<file path="src/rtl/puf_soc_pkg.sv">
// Shared definitions for the RO PUF evaluation stage: FSM encoding and
// the fixed pipeline depths of the RO front end.
package puf_soc_pkg;

    typedef enum logic [1:0] {
        ST_IDLE  = 2'd0,
        ST_ARM   = 2'd1,
        ST_COUNT = 2'd2,
        ST_DONE  = 2'd3
    } state_t;

    // Settling time after start so no stale or metastable edge is counted
    localparam int ARM_CYCLES  = 2;
    localparam int SYNC_STAGES = 2;

endpackage

</file>
<file path="src/rtl/puf_soc_ro_eval_if.sv">
// Control/result bundle between the PUF sequencer and the RO evaluation stage.
interface puf_soc_ro_eval_if #(
    parameter int CNT_BIT_SIZE = 16,
    parameter int WIN_BIT_SIZE = 16
);
    logic                    start;
    logic [WIN_BIT_SIZE-1:0] win_len;
    logic                    ro_a;
    logic                    ro_b;
    logic                    busy;
    logic                    done;
    logic                    resp;
    logic                    tie;
    logic                    ovf;
    logic [CNT_BIT_SIZE-1:0] cnt_a;
    logic [CNT_BIT_SIZE-1:0] cnt_b;

    modport master (
        output start, win_len, ro_a, ro_b,
        input  busy, done, resp, tie, ovf, cnt_a, cnt_b
    );

    modport slave (
        input  start, win_len, ro_a, ro_b,
        output busy, done, resp, tie, ovf, cnt_a, cnt_b
    );

endinterface

</file>
<file path="src/rtl/puf_soc_ro_edge_cnt.sv">
// Synchronizes one free-running RO output into clk, detects its rising edges
// and counts them in a saturating counter while enabled.
module puf_soc_ro_edge_cnt
    import puf_soc_pkg::*;
#(
    parameter int CNT_BIT_SIZE = 16
) (
    input  logic                    i_clk,
    input  logic                    i_rst_n,
    input  logic                    i_clr,
    input  logic                    i_en,
    input  logic                    i_ro,
    output logic [CNT_BIT_SIZE-1:0] o_cnt,
    output logic                    o_sat
);

    localparam logic [CNT_BIT_SIZE-1:0] CNT_MAX = '1;

    logic [SYNC_STAGES-1:0]  sync_reg;
    logic [SYNC_STAGES-1:0]  sync_next;
    logic                    prev_reg;
    logic [CNT_BIT_SIZE-1:0] cnt_reg;
    logic [CNT_BIT_SIZE-1:0] cnt_next;
    logic                    rise;

    assign sync_next = {sync_reg[SYNC_STAGES-2:0], i_ro};
    assign rise      = sync_reg[SYNC_STAGES-1] & ~prev_reg;
    assign o_sat     = (cnt_reg == CNT_MAX);
    assign o_cnt     = cnt_reg;

    // Counter holds at all-ones so a runaway RO cannot wrap into a small count
    always_comb begin
        cnt_next = cnt_reg;
        if (i_clr) begin
            cnt_next = '0;
        end else if (i_en && rise && !o_sat) begin
            cnt_next = cnt_reg + CNT_BIT_SIZE'(1);
        end
    end

    always_ff @(posedge i_clk or negedge i_rst_n) begin
        if (!i_rst_n) begin
            sync_reg <= '0;
            prev_reg <= 1'b0;
            cnt_reg  <= '0;
        end else begin
            sync_reg <= sync_next;
            prev_reg <= sync_reg[SYNC_STAGES-1];
            cnt_reg  <= cnt_next;
        end
    end

endmodule

</file>
<file path="src/rtl/puf_soc_ro_eval.sv">
// RO PUF evaluation: counts edges of two ROs over an N-cycle window and
// produces the response bit (A faster than B), the tie flag and raw counts.
module puf_soc_ro_eval
    import puf_soc_pkg::*;
#(
    parameter int CNT_BIT_SIZE = 16,
    parameter int WIN_BIT_SIZE = 16
) (
    input  logic             i_clk,
    input  logic             i_rst_n,
    puf_soc_ro_eval_if.slave bus
);

    state_t                  state_reg, state_next;
    logic [1:0]              arm_cnt_reg, arm_cnt_next;
    logic [WIN_BIT_SIZE-1:0] win_len_reg, win_len_next;
    logic [WIN_BIT_SIZE-1:0] win_cnt_reg, win_cnt_next;

    logic                    busy_reg, busy_next;
    logic                    done_reg, done_next;
    logic                    resp_reg, resp_next;
    logic                    tie_reg, tie_next;
    logic                    ovf_reg, ovf_next;
    logic [CNT_BIT_SIZE-1:0] cnt_a_reg, cnt_a_next;
    logic [CNT_BIT_SIZE-1:0] cnt_b_reg, cnt_b_next;

    logic                    accept;
    logic                    count_en;
    logic [1:0]              ro_vec;
    logic [CNT_BIT_SIZE-1:0] cnt_vec [2];
    logic [1:0]              sat_vec;

    assign accept   = (state_reg == ST_IDLE) && bus.start;
    assign count_en = (state_reg == ST_COUNT);
    assign ro_vec   = {bus.ro_b, bus.ro_a};

    // Index 0 is RO A, index 1 is RO B
    generate
        for (genvar gi = 0; gi < 2; gi++) begin : g_ro
            puf_soc_ro_edge_cnt #(
                .CNT_BIT_SIZE(CNT_BIT_SIZE)
            ) u_edge_cnt (
                .i_clk  (i_clk),
                .i_rst_n(i_rst_n),
                .i_clr  (accept),
                .i_en   (count_en),
                .i_ro   (ro_vec[gi]),
                .o_cnt  (cnt_vec[gi]),
                .o_sat  (sat_vec[gi])
            );
        end
    endgenerate

    always_ff @(posedge i_clk or negedge i_rst_n) begin
        if (!i_rst_n) begin
            state_reg   <= ST_IDLE;
            arm_cnt_reg <= '0;
            win_len_reg <= '0;
            win_cnt_reg <= '0;
            busy_reg    <= 1'b0;
            done_reg    <= 1'b0;
            resp_reg    <= 1'b0;
            tie_reg     <= 1'b0;
            ovf_reg     <= 1'b0;
            cnt_a_reg   <= '0;
            cnt_b_reg   <= '0;
        end else begin
            state_reg   <= state_next;
            arm_cnt_reg <= arm_cnt_next;
            win_len_reg <= win_len_next;
            win_cnt_reg <= win_cnt_next;
            busy_reg    <= busy_next;
            done_reg    <= done_next;
            resp_reg    <= resp_next;
            tie_reg     <= tie_next;
            ovf_reg     <= ovf_next;
            cnt_a_reg   <= cnt_a_next;
            cnt_b_reg   <= cnt_b_next;
        end
    end

    always_comb begin
        state_next   = state_reg;
        arm_cnt_next = '0;
        win_len_next = win_len_reg;
        win_cnt_next = win_cnt_reg;
        case (state_reg)
            ST_IDLE: begin
                if (bus.start) begin
                    win_len_next = bus.win_len;
                    state_next   = ST_ARM;
                end
            end
            ST_ARM: begin
                arm_cnt_next = arm_cnt_reg + 2'd1;
                if (arm_cnt_reg == 2'(ARM_CYCLES - 1)) begin
                    arm_cnt_next = '0;
                    win_cnt_next = win_len_reg;
                    state_next   = (win_len_reg == '0) ? ST_DONE : ST_COUNT;
                end
            end
            ST_COUNT: begin
                win_cnt_next = win_cnt_reg - WIN_BIT_SIZE'(1);
                if (win_cnt_reg == WIN_BIT_SIZE'(1)) begin
                    state_next = ST_DONE;
                end
            end
            ST_DONE: begin
                state_next = ST_IDLE;
            end
            default: begin
                state_next = ST_IDLE;
            end
        endcase
    end

    // Busy spans acceptance through the cycle in which done is visible
    always_comb begin
        busy_next  = accept | (busy_reg & ~done_reg);
        done_next  = (state_reg == ST_DONE);
        resp_next  = resp_reg;
        tie_next   = tie_reg;
        ovf_next   = ovf_reg;
        cnt_a_next = cnt_a_reg;
        cnt_b_next = cnt_b_reg;
        if (accept) begin
            resp_next  = 1'b0;
            tie_next   = 1'b0;
            ovf_next   = 1'b0;
            cnt_a_next = '0;
            cnt_b_next = '0;
        end else if (state_reg == ST_DONE) begin
            resp_next  = (cnt_vec[0] > cnt_vec[1]);
            tie_next   = (cnt_vec[0] == cnt_vec[1]);
            ovf_next   = |sat_vec;
            cnt_a_next = cnt_vec[0];
            cnt_b_next = cnt_vec[1];
        end
    end

    assign bus.busy  = busy_reg;
    assign bus.done  = done_reg;
    assign bus.resp  = resp_reg;
    assign bus.tie   = tie_reg;
    assign bus.ovf   = ovf_reg;
    assign bus.cnt_a = cnt_a_reg;
    assign bus.cnt_b = cnt_b_reg;

endmodule

</file>
<file path="src/flat_wrapper.sv">
// flat-port wrapper written by rule: the top's interface ports become plain ports
module puf_soc_ro_eval_flat import puf_soc_pkg::*;
#(
    parameter int CNT_BIT_SIZE = 16,
    parameter int WIN_BIT_SIZE = 16
)
  (i_clk, i_rst_n, bus_start, bus_win_len, bus_ro_a, bus_ro_b, bus_busy, bus_done, bus_resp, bus_tie, bus_ovf, bus_cnt_a, bus_cnt_b);
  puf_soc_ro_eval_if #(.CNT_BIT_SIZE(CNT_BIT_SIZE), .WIN_BIT_SIZE(WIN_BIT_SIZE)) bus_i ();
  input  logic i_clk;
  input  logic i_rst_n;
  input wire logic [$bits(bus_i.start)-1:0] bus_start;
  input wire logic [$bits(bus_i.win_len)-1:0] bus_win_len;
  input wire logic [$bits(bus_i.ro_a)-1:0] bus_ro_a;
  input wire logic [$bits(bus_i.ro_b)-1:0] bus_ro_b;
  output wire logic [$bits(bus_i.busy)-1:0] bus_busy;
  output wire logic [$bits(bus_i.done)-1:0] bus_done;
  output wire logic [$bits(bus_i.resp)-1:0] bus_resp;
  output wire logic [$bits(bus_i.tie)-1:0] bus_tie;
  output wire logic [$bits(bus_i.ovf)-1:0] bus_ovf;
  output wire logic [$bits(bus_i.cnt_a)-1:0] bus_cnt_a;
  output wire logic [$bits(bus_i.cnt_b)-1:0] bus_cnt_b;
  assign bus_i.start = bus_start;
  assign bus_i.win_len = bus_win_len;
  assign bus_i.ro_a = bus_ro_a;
  assign bus_i.ro_b = bus_ro_b;
  assign bus_busy = bus_i.busy;
  assign bus_done = bus_i.done;
  assign bus_resp = bus_i.resp;
  assign bus_tie = bus_i.tie;
  assign bus_ovf = bus_i.ovf;
  assign bus_cnt_a = bus_i.cnt_a;
  assign bus_cnt_b = bus_i.cnt_b;
  puf_soc_ro_eval #(.CNT_BIT_SIZE(CNT_BIT_SIZE), .WIN_BIT_SIZE(WIN_BIT_SIZE)) u_core (.i_clk(i_clk), .i_rst_n(i_rst_n), .bus(bus_i));
endmodule
</file>
<file path="config.mk">
export PLATFORM = sky130hd
export DESIGN_NAME = puf_soc_ro_eval_flat
export DESIGN_NICKNAME = d
export VERILOG_FILES = /design/src/rtl/puf_soc_pkg.sv /design/src/rtl/puf_soc_ro_eval_if.sv /design/src/rtl/puf_soc_ro_edge_cnt.sv /design/src/rtl/puf_soc_ro_eval.sv /design/src/flat_wrapper.sv
export SDC_FILE = /design/constraint.sdc
export NUM_CORES = 1
export LEC_CHECK = 0
export ABC_AREA = 1
export CAP_MARGIN = 20
export CORE_MARGIN = 1
export CORE_UTILIZATION = 30
export CTS_CLUSTER_SIZE = 25
export DETAILED_ROUTE_END_ITERATION = 10
export PLACE_DENSITY = 0.5
export SLEW_MARGIN = 40
export SYNTH_ARGS = -nofsm -noshare
export SYNTH_HDL_FRONTEND = slang
export SYNTH_HIERARCHICAL = 1
export SYNTH_SLANG_ARGS = --single-unit
</file>
<file path="constraint.sdc">
create_clock -name i_clk -period 2.2 [get_ports i_clk]
set_input_delay 0.44 -clock i_clk [delete_from_list [all_inputs] [get_ports i_clk]]
set_output_delay 0.44 -clock i_clk [all_outputs]
set_load 0.1 [all_outputs]
</file>
## After elaboration in Yosys (flattened, before gate mapping)

Index checks and enable logic that the tools add are counted.

- Word-level logic and storage cells: 80
- Input port bits: 21
- Register bits after elaboration: 111

- Multiplexer cells: 23
- Bitwise operators: 7
- Add/sub/neg operators: 4
- Reductions and logical operators: 17
- Magnitude comparators: 1
- Eq/ne operators: 11

Operator list:

| operator | number |
|---|---|
| 16-bit two-way mux | 9 |
| 16-bit by 1-bit adder with 16-bit output, second input constant | 2 |
| 16-bit equality test, second input constant | 2 |
| 16-bit one-hot mux with 2 select lines | 1 |
| 16-bit by 1-bit equality test with 1-bit output, second input constant | 1 |
| 16-bit equality test | 1 |
| 16-bit > comparator | 1 |
| 16-bit logical NOT | 1 |
| 16-bit by 1-bit subtractor with 16-bit output, second input constant | 1 |
| 2-bit two-way mux | 5 |
| 2-bit one-hot mux with 4 select lines | 1 |
| 2-bit nonzero test | 4 |
| 1-bit two-way mux | 7 |
| 1-bit logical AND | 5 |
| 2-bit by 1-bit equality test with 1-bit output, second input constant | 2 |
| 2-bit equality test, second input constant | 2 |
| 2-bit by 1-bit inequality test with 1-bit output, second input constant | 2 |
| 2-bit AND reduction | 2 |
| 1-bit bitwise AND | 3 |
| 1-bit NOT | 3 |
| 3-bit AND reduction | 1 |
| 2-bit by 1-bit adder with 2-bit output, second input constant | 1 |
| 1-bit logical NOT | 2 |
| 2-bit logical NOT | 1 |
| 3 further kinds | 3 |

## Depth between registers and ports, before layout

Gate-level depths: netlist (run 1).

- Word-level depth: 6
- Mapped depth: 13

## Hierarchy

The synthesis (run 1) kept the hierarchy.

Modules (own cells, without submodules):

| module | sequential area each (um^2) | cells an instance | area each (um^2) | times used |
|---|---|---|---|---|
| puf_soc_ro_eval | 1,826.8 | 492 | 3,902.5 | 1 |
| puf_soc_ro_edge_cnt | 475.5 | 160 | 1,113.6 | 2 |

## Worst setup path after synthesis (run 1)

OpenSTA, ideal clock, no wires.

- Path type: register to register
- Start: register u_core.state_reg[0]
- End: register u_core.g_ro[0].u_edge_cnt.cnt_reg[14]
- Required time: 2.081 ns
- Cell stages (with the launch flop): 10
- Arrival: 1.728 ns
- Path slack: 0.354 ns
- Cell sequence: dfrtp_1 inv_1 ha_1 nand2_2 inv_2 buf_2 inv_1 buf_1 nand4_1 nand2_1

RTL lines:

| element | RTL line | text |
|---|---|---|
| start, declared | puf_soc_ro_eval.sv:14 | `state_t state_reg, state_next;` |
| start signal, assigned | puf_soc_ro_eval.sv:68 | `state_reg <= state_next;` |
| 2-bit logical NOT (*) | puf_soc_ro_eval.sv:33 | `assign accept = (state_reg == ST_IDLE) && bus.start;` |
| 1-bit logical AND (*) | puf_soc_ro_eval.sv:33 |  |
| named net u_core.accept | puf_soc_ro_eval.sv:27 | `logic accept;` |
| 16-bit two-way mux / 2-bit nonzero test (equally long branches) | - |  |
| end signal, assigned | puf_soc_ro_edge_cnt.sv:49 | `cnt_reg <= cnt_next;` |
| end, declared | puf_soc_ro_edge_cnt.sv:22 | `logic [CNT_BIT_SIZE-1:0] cnt_reg;` |

Mark *: on every way through the listed nets, which the timed path passes. The rest lies on a longest branch.
A chain may end at the register's enable or synchronous reset.

## Final worst setup path (run 1)

- Start: register u_core.state_reg[0]
- End: register u_core.g_ro[1].u_edge_cnt.cnt_reg[7]

- Cells in the longest elaborated chain, start to end: 4

RTL lines:

| element | RTL line | text |
|---|---|---|
| 2-bit equality test | puf_soc_ro_eval.sv:34 | `assign count_en = (state_reg == ST_COUNT);` |
| 1-bit logical AND (2 in series) | puf_soc_ro_edge_cnt.sv:36 | `end else if (i_en && rise && !o_sat) begin` |
| 2-bit nonzero test (no line) | - |  |
| end signal, assigned | puf_soc_ro_edge_cnt.sv:49 |  |
| end, declared | puf_soc_ro_edge_cnt.sv:22 |  |

Parallel ways exist; a longest one is shown, timed or not.

==> results of run 1 <==
==> layer usage <==
metal,vias up,track usage
li1,2702,-
met1,2415,0.2068
met2,84,0.2575
met3,10,0.03585
met4,0,0.03830
met5,-,0
==> cell usage after synthesis, drive strengths merged <==
cell	n
xnor2	2
nand3b	3
nand2	293
buf	18
xor2	6
o211ai	2
a31oi	3
clkbuf	4
a211oi	1
a21boi	1
ha	25
nor3	5
a22oi	1
a21o	1
inv	88
nor3b	1
o22ai	1
nand3	55
a21oi	29
or2	4
o21ai	51
nand4	21
nor2	86
dfrtp	111
==> report_power, final <==
part	internal, mW	switching (mW)	total [mW]
combinational	1.04	2.29	3.32
clock	1.01	0.810	1.82
sequential	2.47	0.378	2.85
==> critical path, cell delays in order, from the launching register on <==
cell	delay [ps]
dfrtp_1	430
inv_1	120
ha_1	240
nand2_2	80
inv_2	60
buf_4	160
inv_1	370
o21ai_0	160
a21oi_1	140
nand2_1	60
nand2_1	60
==> per-stage QoR <==
step / total power [mW] / hold WS, ps / util / area (µm²) / std cells
3_5_place_dp: 6.187 / 337.3 / 0.3507 / 6915 / 1126
3_3_place_gp: 6.188 / 337.3 / 0.3507 / 6915 / 1126
5_1_grt: 8.656 / 213.0 / 0.3687 / 7271 / 1143
2_1_floorplan: 5.357 / 144.4 / - / 6130 / 812
6_report: 7.995 / 168.9 / 0.3687 / 7271 / 1143
4_1_cts: 8.046 / 190.2 / 0.3673 / 7243 / 1142
==> logic make-up (layout without fill, tap and decap cells) <==
group	after synthesis	after routing	synth area share
and+or+nand+nor	468	468	0.3286
buffers and inverters	110	176	0.07655
AOI/OAI and AO/OA	90	90	0.07920
adders and majority gates	25	25	0.05103
DFF	111	111	0.4532
xor gates and xnor gates	8	8	0.01143
==> final cells by class <==
class                   count  area, µm²
clock buffers               9      225.2
well taps                 265      331.6
repair buffers             72      620.6
multi-input cells         591       2883
inverters                  88      330.3
fillers                  2088      12450
flip-flops and latches    111       2778
clock inverters             7      102.6
==> worst paths after layout <==
check	start	to	slack, ps	depth (start not counted)
worst max-delay path	u_core/state_reg[0]	u_core/g_ro[1].u_edge_cnt/o_cnt[7]	250	10
worst min-delay path	i_rst_n	u_core/win_cnt_reg[4]	170	2
worst max register to register	u_core/state_reg[0]	u_core/g_ro[1].u_edge_cnt/o_cnt[7]	250	10
worst min register to register	u_core/g_ro[1].u_edge_cnt/sync_reg[0]	u_core/g_ro[1].u_edge_cnt/sync_reg[1]	350	0
max in group asynchronous	i_rst_n	u_core/bus.busy	1590	2
min in group i_clk	u_core/g_ro[1].u_edge_cnt/sync_reg[0]	u_core/g_ro[1].u_edge_cnt/sync_reg[1]	350	0
==> run_summary.xml, run 1 <==
<?xml version="1.0" encoding="UTF-8"?>
<metrics>
  <group name="cts">
    <metric name="cts.repair_timing.setup_buffer_count" unit="">0</metric>
    <metric name="cts_root_buf" unit="">clkbuf_16</metric>
    <metric name="cts-buffers-inserted" unit="">9</metric>
    <metric name="number_of_h_tree_branching_levels" unit="">3</metric>
    <metric name="cts.repair.resized" unit="">0</metric>
    <metric name="clock_path_buffers" unit="">2</metric>
    <metric name="worst_skew_pair.late_latency" unit="ps">360</metric>
    <metric name="hold_fix_buffer_count_after_cts" unit="">0</metric>
    <metric name="cts.reportedPaths.clkPinSlew" unit="ps">80</metric>
    <metric name="clk_sinks" unit="">111</metric>
    <metric name="tritoncts" unit="">built</metric>
  </group>
  <group name="detailed_routing">
    <metric name="vias_per_instance" unit="">4.559</metric>
    <metric name="dr_wl_met2" unit="µm">7266</metric>
    <metric name="detail_route.wirelength" unit="µm">15560</metric>
    <metric name="avgRoutedWirePerCell" unit="µm">13.62</metric>
    <metric name="met3WireLength" unit="µm">572</metric>
    <metric name="drt-pass1-iter-count" unit="">5</metric>
    <metric name="wirelength_met1" unit="µm">7578</metric>
    <metric name="detail_route_antenna_nets" unit="">0</metric>
    <metric name="maxUsedRoutingLayer" unit="">met4</metric>
    <metric name="routed-via-count" unit="">5211</metric>
    <metric name="drt_drc_violations_left" unit="">0</metric>
    <metric name="initialDrtViolationCount" unit="">243</metric>
  </group>
  <group name="final_layout">
    <metric name="area_growth" unit="%">18.62</metric>
    <metric name="fraction_of_layout_cells_with_a_size_suffix_above_1" unit="">0.1219</metric>
    <metric name="finish.net_count" unit="">919</metric>
    <metric name="mostFrequentLayoutCell" unit="">nand2_1</metric>
    <metric name="most-common-layout-cells" unit="">nand2_1, dfrtp_1, inv_1</metric>
    <metric name="antenna-diode-count" unit="">0</metric>
    <metric name="largest_reg_flops" unit="">32</metric>
  </group>
  <group name="grt">
    <metric name="grt_max_degree" unit="">112</metric>
    <metric name="grt_pass1_wl" unit="µm">26380</metric>
    <metric name="grt_pass1_vias" unit="">5157</metric>
    <metric name="grt_antenna_before_repair" unit="">0</metric>
    <metric name="track_usage" unit="">0.1565</metric>
    <metric name="gr-total-overflow" unit="">0</metric>
  </group>
  <group name="timing">
    <metric name="final-setup-viol-count" unit="">0</metric>
    <metric name="rsz0062_at_grt" unit="">false</metric>
    <metric name="timing.final.crit_share" unit="">0.8846</metric>
    <metric name="worstMarginPinSlew" unit="ps">607.3</metric>
    <metric name="finalSetupTns" unit="ps">0</metric>
    <metric name="finalHoldViolations" unit="">0</metric>
    <metric name="finalWorstPathRequiredPeriod" unit="ps">1946</metric>
    <metric name="postLayoutSetupSlackWorst" unit="ps">253.9</metric>
    <metric name="slew-limit-headroom" unit="">0.5951</metric>
    <metric name="final-max-slew-violation-count" unit="">0</metric>
    <metric name="worst_clock_skew" unit="ps">7.480</metric>
    <metric name="fmax" unit="GHz">0.5139</metric>
  </group>
  <group name="floorplanning">
    <metric name="design.core.area" unit="µm²">19720</metric>
    <metric name="initial_utilization" unit="">0.3109</metric>
    <metric name="row_count" unit="">51</metric>
    <metric name="die_h" unit="µm">144.9</metric>
    <metric name="chipWidth" unit="µm">144.9</metric>
    <metric name="die_footprint" unit="µm²">21010</metric>
    <metric name="ioPinCount" unit="">58</metric>
  </group>
  <group name="critical_path">
    <metric name="critPathKind" unit="">flip-flop to flip-flop</metric>
    <metric name="cp-end-kind" unit="">flip-flop</metric>
    <metric name="crit_arrival" unit="ps">2250</metric>
    <metric name="critPathMaxFanout" unit="">14</metric>
    <metric name="worst_setup_path_start_kind" unit="">flip-flop</metric>
    <metric name="worst-endpoint-required" unit="ps">2500</metric>
  </group>
  <group name="placed_design">
    <metric name="placement.setup.worst_slack" unit="ps">82.34</metric>
    <metric name="dp.final_hpwl" unit="µm">11120</metric>
    <metric name="port_buffers" unit="">57</metric>
    <metric name="place.gp.congestion" unit="">0.8196</metric>
  </group>
  <group name="pwr">
    <metric name="leakage_power" unit="nW">3.618</metric>
    <metric name="worst_ir_drop_vdd" unit="mV">0.9925</metric>
    <metric name="powerDensity" unit="nW/µm²">1100</metric>
  </group>
  <group name="synth">
    <metric name="synth.net_count" unit="">858</metric>
    <metric name="synth_seq_area_share" unit="">0.4532</metric>
    <metric name="syn-mean-instance-area" unit="µm²">7.549</metric>
    <metric name="yosys_warnings" unit="">6</metric>
    <metric name="syn_area" unit="µm²">6130</metric>
    <metric name="yosys.area.top_type_share" unit="">0.4532</metric>
    <metric name="synth_cell_type_count" unit="">35</metric>
    <metric name="synthesis.instances" unit="">812</metric>
    <metric name="synth_largest_area_cell" unit="">dfrtp_1</metric>
    <metric name="netlist_top_cells_area" unit="">dfrtp_1, nand2_1, inv_1, ha_1, nand3_1</metric>
    <metric name="synth_seq_cells" unit="">111</metric>
  </group>
  <group name="worst_hold_path">
    <metric name="min-delay-path-class" unit="">input pin to asynchronous set/reset pin</metric>
  </group>
  <group name="flow_run">
    <metric name="timing.max_cap.violations" unit="">0</metric>
  </group>
  <group name="outcome">
    <metric name="status" unit="">finished, final reports clean</metric>
  </group>
</metrics>
No activity file was read; power rests on OpenSTA's default activity.
==> run 2, diff against run 1 <==
--- a/config.mk
+++ b/config.mk
@@ -6,6 +6,7 @@
 export NUM_CORES = 1
 export LEC_CHECK = 0
 export ABC_AREA = 1
+export ABC_CLOCK_PERIOD_IN_PS = 2200
 export CAP_MARGIN = 20
 export CORE_MARGIN = 1
 export CORE_UTILIZATION = 30
==> results of run 2 <==
Final layout, timing and power as in run 1 (identical DEF).
==> run 3, diff against run 2 <==
--- a/config.mk
+++ b/config.mk
@@ -12,6 +12,7 @@
 export CORE_UTILIZATION = 30
 export CTS_CLUSTER_SIZE = 25
 export DETAILED_ROUTE_END_ITERATION = 10
+export GPL_ROUTABILITY_DRIVEN = 0
 export PLACE_DENSITY = 0.5
 export SLEW_MARGIN = 40
 export SYNTH_ARGS = -nofsm -noshare
==> results of run 3 <==
Final layout, timing and power as in run 1 (identical DEF).
